--- config.mk ---
export PLATFORM = sky130hd
export DESIGN_NAME = cpu_step_ctrl
export DESIGN_NICKNAME = d
export VERILOG_FILES = /design/src/rtl/cpu_step_ctrl.sv
export SDC_FILE = /design/constraint.sdc
export NUM_CORES = 1
export LEC_CHECK = 0
export CAP_MARGIN = 5
export CORE_MARGIN = 8
export CORE_UTILIZATION = 59
export DETAILED_ROUTE_END_ITERATION = 8
export PLACE_DENSITY = 0.79
export RECOVER_POWER = 50
export SYNTH_ARGS = -nofsm -noshare
export SYNTH_HDL_FRONTEND = slang
export SYNTH_SLANG_ARGS = --single-unit
--- constraint.sdc ---
create_clock -name clk_100MHz -period 2.1 [get_ports clk_100MHz]
set_input_delay 0.42 -clock clk_100MHz [delete_from_list [all_inputs] [get_ports clk_100MHz]]
set_output_delay 0.42 -clock clk_100MHz [all_outputs]
set_load 0.005 [all_outputs]
--- src/rtl/cpu_step_ctrl.sv ---
`default_nettype none
// ============================================================================
// Module   : cpu_step_ctrl
// Purpose  : Front-panel run controller for the RCPU core. Conditions the
//            push button and switches, then sequences CPU reset, single-step
//            and free-run clock enables, and halts on CPU request.
// Revision : 1.0  initial release
// ============================================================================
module cpu_step_ctrl #(
    parameter int DEBOUNCE_CYCLES = 1000000,
    parameter int RST_HOLD        = 4,
    parameter int DIV1_LOG2       = 10,
    parameter int DIV2_LOG2       = 20,
    parameter int DIV3_LOG2       = 26
) (
    input  logic       clk_100MHz,
    input  logic       rst,
    input  logic       btn,
    input  logic [2:0] SW,
    input  logic       cpu_halt,
    output logic       cpu_ce,
    output logic       cpu_rst,
    output logic [2:0] ctrl_state,
    output logic [7:0] step_cnt
);

    localparam int c_DB_W   = $clog2(DEBOUNCE_CYCLES);
    localparam int c_HOLD_W = $clog2(RST_HOLD + 1);
    localparam int c_DIV_W  = DIV3_LOG2;

    localparam logic [c_DB_W-1:0]   c_DB_MAX   = c_DB_W'(DEBOUNCE_CYCLES - 1);
    localparam logic [c_HOLD_W-1:0] c_HOLD_MAX = c_HOLD_W'(RST_HOLD - 1);
    localparam logic [c_DIV_W-1:0]  c_MASK1    = c_DIV_W'((64'd1 << DIV1_LOG2) - 64'd1);
    localparam logic [c_DIV_W-1:0]  c_MASK2    = c_DIV_W'((64'd1 << DIV2_LOG2) - 64'd1);
    localparam logic [c_DIV_W-1:0]  c_MASK3    = c_DIV_W'((64'd1 << DIV3_LOG2) - 64'd1);

    localparam logic [2:0] c_ST_RESET_HOLD = 3'd0;
    localparam logic [2:0] c_ST_IDLE       = 3'd1;
    localparam logic [2:0] c_ST_STEP       = 3'd2;
    localparam logic [2:0] c_ST_RUN        = 3'd3;
    localparam logic [2:0] c_ST_HALTED     = 3'd4;

    logic                r_btn_meta, r_btn_sync, r_btn_stable;
    logic [2:0]          r_sw_meta, r_sw_sync;
    logic [c_DB_W-1:0]   r_db_cnt;
    logic [2:0]          r_state;
    logic [c_HOLD_W-1:0] r_hold_cnt;
    logic [c_DIV_W-1:0]  r_div;
    logic [1:0]          r_rate;
    logic                r_ce, r_cpu_rst;
    logic [7:0]          r_step_cnt;

    logic [c_DB_W-1:0]   w_db_cnt_nxt;
    logic                w_btn_stable_nxt, w_btn_press;
    logic [2:0]          w_state_nxt;
    logic [c_HOLD_W-1:0] w_hold_cnt_nxt;
    logic [c_DIV_W-1:0]  w_div_nxt, w_mask;
    logic                w_rate_chg, w_tick;
    logic                w_ce_nxt, w_cpu_rst_nxt;
    logic [7:0]          w_step_cnt_nxt;

    // Next-state logic: debounce, run-rate divider, control FSM and outputs.
    always_comb begin
        // Debounce: accept the synced level only after it differs from the
        // stable level for DEBOUNCE_CYCLES consecutive cycles.
        w_db_cnt_nxt     = r_db_cnt;
        w_btn_stable_nxt = r_btn_stable;
        if (r_btn_sync == r_btn_stable) begin
            w_db_cnt_nxt = '0;
        end else if (r_db_cnt == c_DB_MAX) begin
            w_btn_stable_nxt = r_btn_sync;
            w_db_cnt_nxt     = '0;
        end else begin
            w_db_cnt_nxt = r_db_cnt + 1'b1;
        end
        // Press is flagged in the cycle the stable level is about to rise so
        // the FSM acts on the same edge that updates the stable flop.
        w_btn_press = w_btn_stable_nxt & ~r_btn_stable;

        case (r_sw_sync[2:1])
            2'b00:   w_mask = '0;
            2'b01:   w_mask = c_MASK1;
            2'b10:   w_mask = c_MASK2;
            default: w_mask = c_MASK3;
        endcase
        // A rate change restarts the period; no tick in the change cycle.
        w_rate_chg = (r_sw_sync[2:1] != r_rate);
        w_tick     = (r_state == c_ST_RUN) && !w_rate_chg && (r_div == w_mask);

        w_state_nxt = r_state;
        case (r_state)
            c_ST_RESET_HOLD: begin
                if (r_hold_cnt == c_HOLD_MAX) begin
                    w_state_nxt = r_sw_sync[0] ? c_ST_RUN : c_ST_IDLE;
                end
            end
            c_ST_IDLE: begin
                if (cpu_halt)          w_state_nxt = c_ST_HALTED;
                else if (r_sw_sync[0]) w_state_nxt = c_ST_RUN;
                else if (w_btn_press)  w_state_nxt = c_ST_STEP;
            end
            c_ST_STEP: begin
                w_state_nxt = cpu_halt ? c_ST_HALTED : c_ST_IDLE;
            end
            c_ST_RUN: begin
                if (cpu_halt)           w_state_nxt = c_ST_HALTED;
                else if (!r_sw_sync[0]) w_state_nxt = c_ST_IDLE;
            end
            c_ST_HALTED: begin
                if (w_btn_press) w_state_nxt = c_ST_RESET_HOLD;
            end
            default: w_state_nxt = c_ST_RESET_HOLD;
        endcase

        // Divider only counts while running, so it is already zero on entry.
        if ((r_state != c_ST_RUN) || w_rate_chg || w_tick) begin
            w_div_nxt = '0;
        end else begin
            w_div_nxt = r_div + 1'b1;
        end

        w_hold_cnt_nxt = (r_state == c_ST_RESET_HOLD) ? r_hold_cnt + 1'b1 : '0;

        // Outputs are decoded from the next state so they register with it;
        // a tick leaving RUN (halt or mode change) is dropped.
        w_ce_nxt       = (w_state_nxt == c_ST_STEP) ||
                         (w_tick && (w_state_nxt == c_ST_RUN));
        w_cpu_rst_nxt  = (w_state_nxt == c_ST_RESET_HOLD);
        w_step_cnt_nxt = (w_state_nxt == c_ST_RESET_HOLD) ? 8'd0
                                                          : r_step_cnt + {7'd0, r_ce};
    end

    // State registers with synchronous reset; synchronisers included.
    always_ff @(posedge clk_100MHz) begin
        if (rst) begin
            r_btn_meta   <= 1'b0;
            r_btn_sync   <= 1'b0;
            r_sw_meta    <= 3'd0;
            r_sw_sync    <= 3'd0;
            r_btn_stable <= 1'b0;
            r_db_cnt     <= '0;
            r_state      <= c_ST_RESET_HOLD;
            r_hold_cnt   <= '0;
            r_div        <= '0;
            r_rate       <= 2'd0;
            r_ce         <= 1'b0;
            r_cpu_rst    <= 1'b1;
            r_step_cnt   <= 8'd0;
        end else begin
            r_btn_meta   <= btn;
            r_btn_sync   <= r_btn_meta;
            r_sw_meta    <= SW;
            r_sw_sync    <= r_sw_meta;
            r_btn_stable <= w_btn_stable_nxt;
            r_db_cnt     <= w_db_cnt_nxt;
            r_state      <= w_state_nxt;
            r_hold_cnt   <= w_hold_cnt_nxt;
            r_div        <= w_div_nxt;
            r_rate       <= r_sw_sync[2:1];
            r_ce         <= w_ce_nxt;
            r_cpu_rst    <= w_cpu_rst_nxt;
            r_step_cnt   <= w_step_cnt_nxt;
        end
    end

    assign cpu_ce     = r_ce;
    assign cpu_rst    = r_cpu_rst;
    assign ctrl_state = r_state;
    assign step_cnt   = r_step_cnt;

endmodule
`default_nettype wire

==> flow_summary.ini, run 1 <==
[status]
status = finished clean

[synth]
synth_top_flop_cell = dfxtp_1
synthTopCellsByArea = dfxtp_1, xor2_1, xnor2_1
synth-edff-count = 0
synthCells = 363
synth-seq-cells = 73
syn_area_sq_mm = 0.00328
ys_seq_area_share_pct = 44.6
synthArstFlopShare_pct = 0
yosysWarnings = 0
synth_cell_types = 48
synth_most_common_cell = dfxtp_1
synth_top_cell_area_share_pct = 44.6
synth_fp_nets = 376
synth_common_cells = dfxtp_1, nor2_1, xor2_1
yosysTopAreaCell = dfxtp_1
syn_area_per_cell_sq_um = 9.03

[global_routing]
grt_start_max_net_pins = 27
antenna_found_initial = 0
grt_pass1_wl_microns = 11500
grt_pass1_vias = 2542
grt_use_total_pct = 16.7
gr-total-overflow = 0

[route]
drt-vias-per-instance = 5.56
drtPass1Iterations = 4
routed_wl_microns = 6600
antenna_left = 0
drc = 0
wl_per_cell_microns = 14.0
vias = 2630
drt-initial-drc-count = 178

[min_path]
hold_path_class = reg -> reg
hp-start = r_hold_cnt[0]
hold_end = r_hold_cnt[0]
hold_depth = 1

[final_layout]
syn2layout_area_growth_pct = 17.4
multi_input_area_sq_mm = 0.00174
fillCellCount = 431
design_area_sq_mm = 0.00385
seqCellArea_sq_mm = 0.00146
final_net_count = 409
antenna_cells = 0
layout-drive-gt1-share_pct = 9.98

[die]
chipWidth_microns = 90.5
dieArea_sq_mm = 0.00820
dieHeight_microns = 90.5
start_util_pct = 60.3
core_sq_mm = 0.00544
num_rows = 27
ios = 20

[timing]
tightest_slew_ns = 0.613
timing.final.crit_share_pct = 95.9
hold_viol_final = 0
fmax_mhz = 497
maxSlewViolCount = 0
setup_violations = 0
worst_slack_ns = 0.0866
fin_skew_ns = 0.00831
relSlewSlack_pct = 59.1
fin_setup_tns_ns = 0
min_period_ns = 2.01

[place]
dp_slack_ns = 0.00303
numPortBuffers = 19
globalplace.congestion = 0.874
hpwl_microns = 4330
place_area_sq_mm = 0.00360

[clock_tree]
cts_root_buffer = clkbuf_8
cts_buffer_depth = 2
numCtsBuffers = 9
cts.sinks = 73
h-tree-depth = 3
cts_setup_buffers = 0
worstSkewPairLatency_ns = 0.36
cts_tree = done
cts.reportedPaths.clkPinSlew_ns = 0.08

[power]
power_frac_comb_pct = 4.5
p_per_area_mw_per_mm2 = 725
p_clk_share_pct = 44.7
netSwitchingFraction_pct = 22.3
leakagePower_nw = 1.33
p_sw_w = 0.000621
ir_drop_mv = 0.648
seq_power_share_pct = 50.8
internal_power_w = 0.00217

[worst_setup_path]
rr_worst_depth = 6
start_kind = flip-flop
r2r_slack_ns = 0.09
worstPathMaxFanout = 7
r2r-start = r_db_cnt[1]
path_class = reg -> reg
crit_arrival_ns = 2.25
required_ns = 2.34
timing.rr.end = step_cnt[0]
cp-end-kind = flip-flop
crit_path_start = r_db_cnt[1]

[flow_run]
maxCapViolations = 0
[how the worst max path moves through the flow]
stage                        to
finish              step_cnt[0]
global route        step_cnt[0]
CTS                 step_cnt[0]
detailed placement  step_cnt[0]
global placement    step_cnt[0]
floorplan               cpu_rst
[kinds of logic (layout without fill, tap and decap cells)]
logic type,count (synthesis),after routing,synth area share [%]
buf+inv,21,58,2.98
compound gates,34,35,7.37
simple gates,179,179,29.4
xor+xnor,49,49,13.1
mux,1,1,0.305
flops,73,73,44.6
fa+ha+maj,6,6,2.29
[cell type report]
| cell class | instances | share of cell area (%) |
|---|---|---|
| clock buffer | 10 | 3.57 |
| clock inverter | 6 | 2.34 |
| inverter | 9 | 0.877 |
| multi-input combinational | 270 | 45.3 |
| sequential | 73 | 38.0 |
| tap | 72 | 2.34 |
| timing repair buffer | 33 | 7.57 |
[power by group through the flow]
stage / Sequential [W] / Combinational [W] / Clock, W
final: 0.00142 / 0.000126 / 0.00125
after global routing: 0.00142 / 0.000140 / 0.00134
after CTS: 0.00142 / 0.000122 / 0.00127
after detailed placement: 0.00145 / 0.000119 / 0
after global placement: 0.00145 / 0.000115 / 0
after floorplan: 0.00145 / 0.0000756 / 0
[registers in the layout, indices dropped and copies added, names as in the netlist]
| signal | flops |
|---|---|
| r_sw_meta | 3 |
| step_cnt | 8 |
| r_rate | 2 |
| r_btn_meta | 1 |
| r_hold_cnt | 3 |
| r_btn_stable | 1 |
| r_btn_sync | 1 |
| r_db_cnt | 20 |
| r_div | 26 |
| cpu_ce | 1 |
| ctrl_state | 3 |
| r_sw_sync | 3 |
| cpu_rst | 1 |
[metal layers]
metal	global-route usage [%]	vias up	part of all wire (%)
li1	-	1339	-
met1	20.0	1226	47
met2	26.6	48	47
met3	5.74	17	3.4
met4	6.52	0	2.8
met5	0	-	0
[layout by cell type, fill, tap and decap left out, drive strengths merged, types with 3 or more instances in the layout]
master and n:
buf 13, and2 4, ha 6, a21oi 11, nor2b 10, nand2 17
clkdlybuf4s50 9, xnor2 22, and4 9, inv 10, nor2 50, a21boi 4
and3 6, clkbuf 11, o21ai 6, dfxtp 73, nor4 13, nand4 16
nand2b 3, dlygate4sd3 10, xor2 27, nor3 19, or3 6, nand3 19
[per-stage QoR]
stage / instances / util (%) / hold WS [ns] / power (W)
final: 473 / 70.8 / 0.422 / 0.00279
after global routing: 473 / 70.8 / 0.428 / 0.00290
after CTS: 472 / 70.4 / 0.422 / 0.00281
after detailed placement: 456 / 66.2 / 0.410 / 0.00157
after global placement: 456 / 66.2 / 0.410 / 0.00156
after floorplan: 363 / - / 0.399 / 0.00152
[worst max-delay path, stage by stage (launching register included)]
cell and delay (ns):
dfxtp_1 0.35, ha_2 0.21, and4_1 0.22, nand4_1 0.32
nor4_2 0.45, a2111o_1 0.23, a21boi_0 0.12
[what timing repair did]
item | CTS | global route
setup endpoints to repair | 0 | 9
hold buffers | 0 | 0
gates resized for setup | 0 | 5
(Power assumes the default switching activity.)
==> inputs of run 2 (changes only) <==
- SLEW_MARGIN: default -> 20
==> results of run 2 <==
Final layout, timing and power as in run 1 (identical DEF).
==> inputs of run 3 (changes only) <==
- CORE_MARGIN: 8 -> default
==> run 3 against run 2 <==
Clock-buffer cell count is the same. Sequential share of layout area up 0.36 points. Via count decreased by 0.68%. Clock power is 6% lower. Design area decreased by 0.94%. Global-route usage up 7.6 points. Critical endpoint is now step_cnt[1]. Largest power group unchanged.
==> flow_summary.ini, run 3 (synthesized netlist as in run 1, its figures left out) <==
[die]
dieArea_sq_mm = 0.00586
dieHeight_microns = 76.5
ios = 20
core_sq_mm = 0.00524
num_rows = 26
start_util_pct = 62.6
chipWidth_microns = 76.5

[final_layout]
final_net_count = 410
largest_reg_flops = 26
design_area_sq_mm = 0.00381
layout_common_cells = dfxtp_1, nor2_1, xor2_1
antenna_cells = 0
syn2layout_area_growth_pct = 16.3
layout-drive-gt1-share_pct = 8.96
final_common_cell = dfxtp_1
regMostFlops = r_div

[min_path]
hp-start = r_hold_cnt[0]
hold_path_class = reg -> reg

[timing]
rsz0062_at_grt = no
relSlewSlack_pct = 64.9
min_period_ns = 1.95
hold_viol_final = 0
tightest_slew_ns = 0.522
maxSlewViolCount = 0
fmax_mhz = 512
fin_skew_ns = 0.00811
setup_violations = 0
worst_slack_ns = 0.149
timing.final.crit_share_pct = 92.9

[clock_tree]
cts.reportedPaths.clkPinSlew_ns = 0.07
worstSkewPairLatency_ns = 0.35
cts_setup_buffers = 0
cts.sinks = 73
cts_buffer_depth = 2
h-tree-depth = 3
numCtsBuffers = 9
cts_root_buffer = clkbuf_8
cts_tree = done

[route]
drc = 0
drt-vias-per-instance = 5.53
vias = 2612
drtPass1Iterations = 4
wl_per_cell_microns = 13.5
antenna_left = 0
routed_wl_microns = 6360
drt-initial-drc-count = 134

[worst_setup_path]
r2r-start = r_db_cnt[0]
cp-end-kind = flip-flop
crit_path_start = r_db_cnt[0]
worstPathMaxFanout = 9
path_class = reg -> reg
crit_arrival_ns = 2.22
required_ns = 2.37
r2r_slack_ns = 0.15
start_kind = flip-flop

[power]
leakagePower_nw = 1.34
p_per_area_mw_per_mm2 = 708
ir_drop_mv = 0.523

[global_routing]
busiest_layer = met2
gr-total-overflow = 0
use_met1_pct = 29.7
grt_pass1_vias = 2499
grt_use_met2_pct = 38.9
grt_pass1_wl_microns = 11100
grtUsageMet3_pct = 6.59
grt_use_total_pct = 24.3
antenna_found_initial = 0
grt_start_max_net_pins = 27

[place]
globalplace.congestion = 0.885
numPortBuffers = 19
hpwl_microns = 4450
place_area_sq_mm = 0.00361
dp_slack_ns = -0.00283

[flow_run]
maxCapViolations = 0

[status]
status = finished clean
[run 3: worst paths after layout]
kind / end / cells after the start
max reg2reg: step_cnt[1] / 6
min reg2reg: r_hold_cnt[0] / 1
min: r_hold_cnt[0] / 1
max: step_cnt[1] / 6
[run 3: power breakdown]
group | switching, W | internal, W | total [W] | leakage [nW]
sequential | 0.0000121 | 0.00141 | 0.00142 | 0.591
clock | 0.000504 | 0.000662 | 0.00117 | 0.106
combinational | 0.0000605 | 0.0000558 | 0.000116 | 0.645
total | 0.000577 | 0.00212 | 0.00270 | 1.34
[run 3: cell type report]
class                   count  area (sq um)
repair buffers             35           297
well taps                  70          87.6
flip-flops and latches     73          1460
multi-input cells         269          1720
clock buffers              10           128
inverters                   9          33.8
clock inverters             6          82.6
fillers                   412          1420
[run 3: metrics by stage]
step                power (W)   TNS, ns  instances  utilization, %  hold slack (ns)
finish                0.00270         0        472            72.8            0.423
global route          0.00280         0        472            72.8            0.434
CTS                   0.00272         0        472            73.0            0.425
detailed placement    0.00157  -0.00283        456            69.0            0.416
global placement      0.00156         0        456            69.0            0.408
floorplan             0.00152         0        363               -            0.399
[run 3: critical path, stage by stage (launching register included)]
cell and delay, ns:
dfxtp_1 0.33, ha_1 0.24, and4_1 0.22, nand4_1 0.18, o21ai_0 0.11, a2111o_1 0.55
a21boi_0 0.23
[run 3: layer usage]
metal | vias to the layer above | share of wire (%)
met4 | 0 | 1.9
met2 | 48 | 47
met3 | 10 | 4.2
met1 | 1222 | 47
li1 | 1332 | -
met5 | - | 0
[run 3: what timing repair did]
action	in CTS	in global routing
hold buffers	0	0
gates resized for setup	0	2
endpoints found under the setup margin	0	8
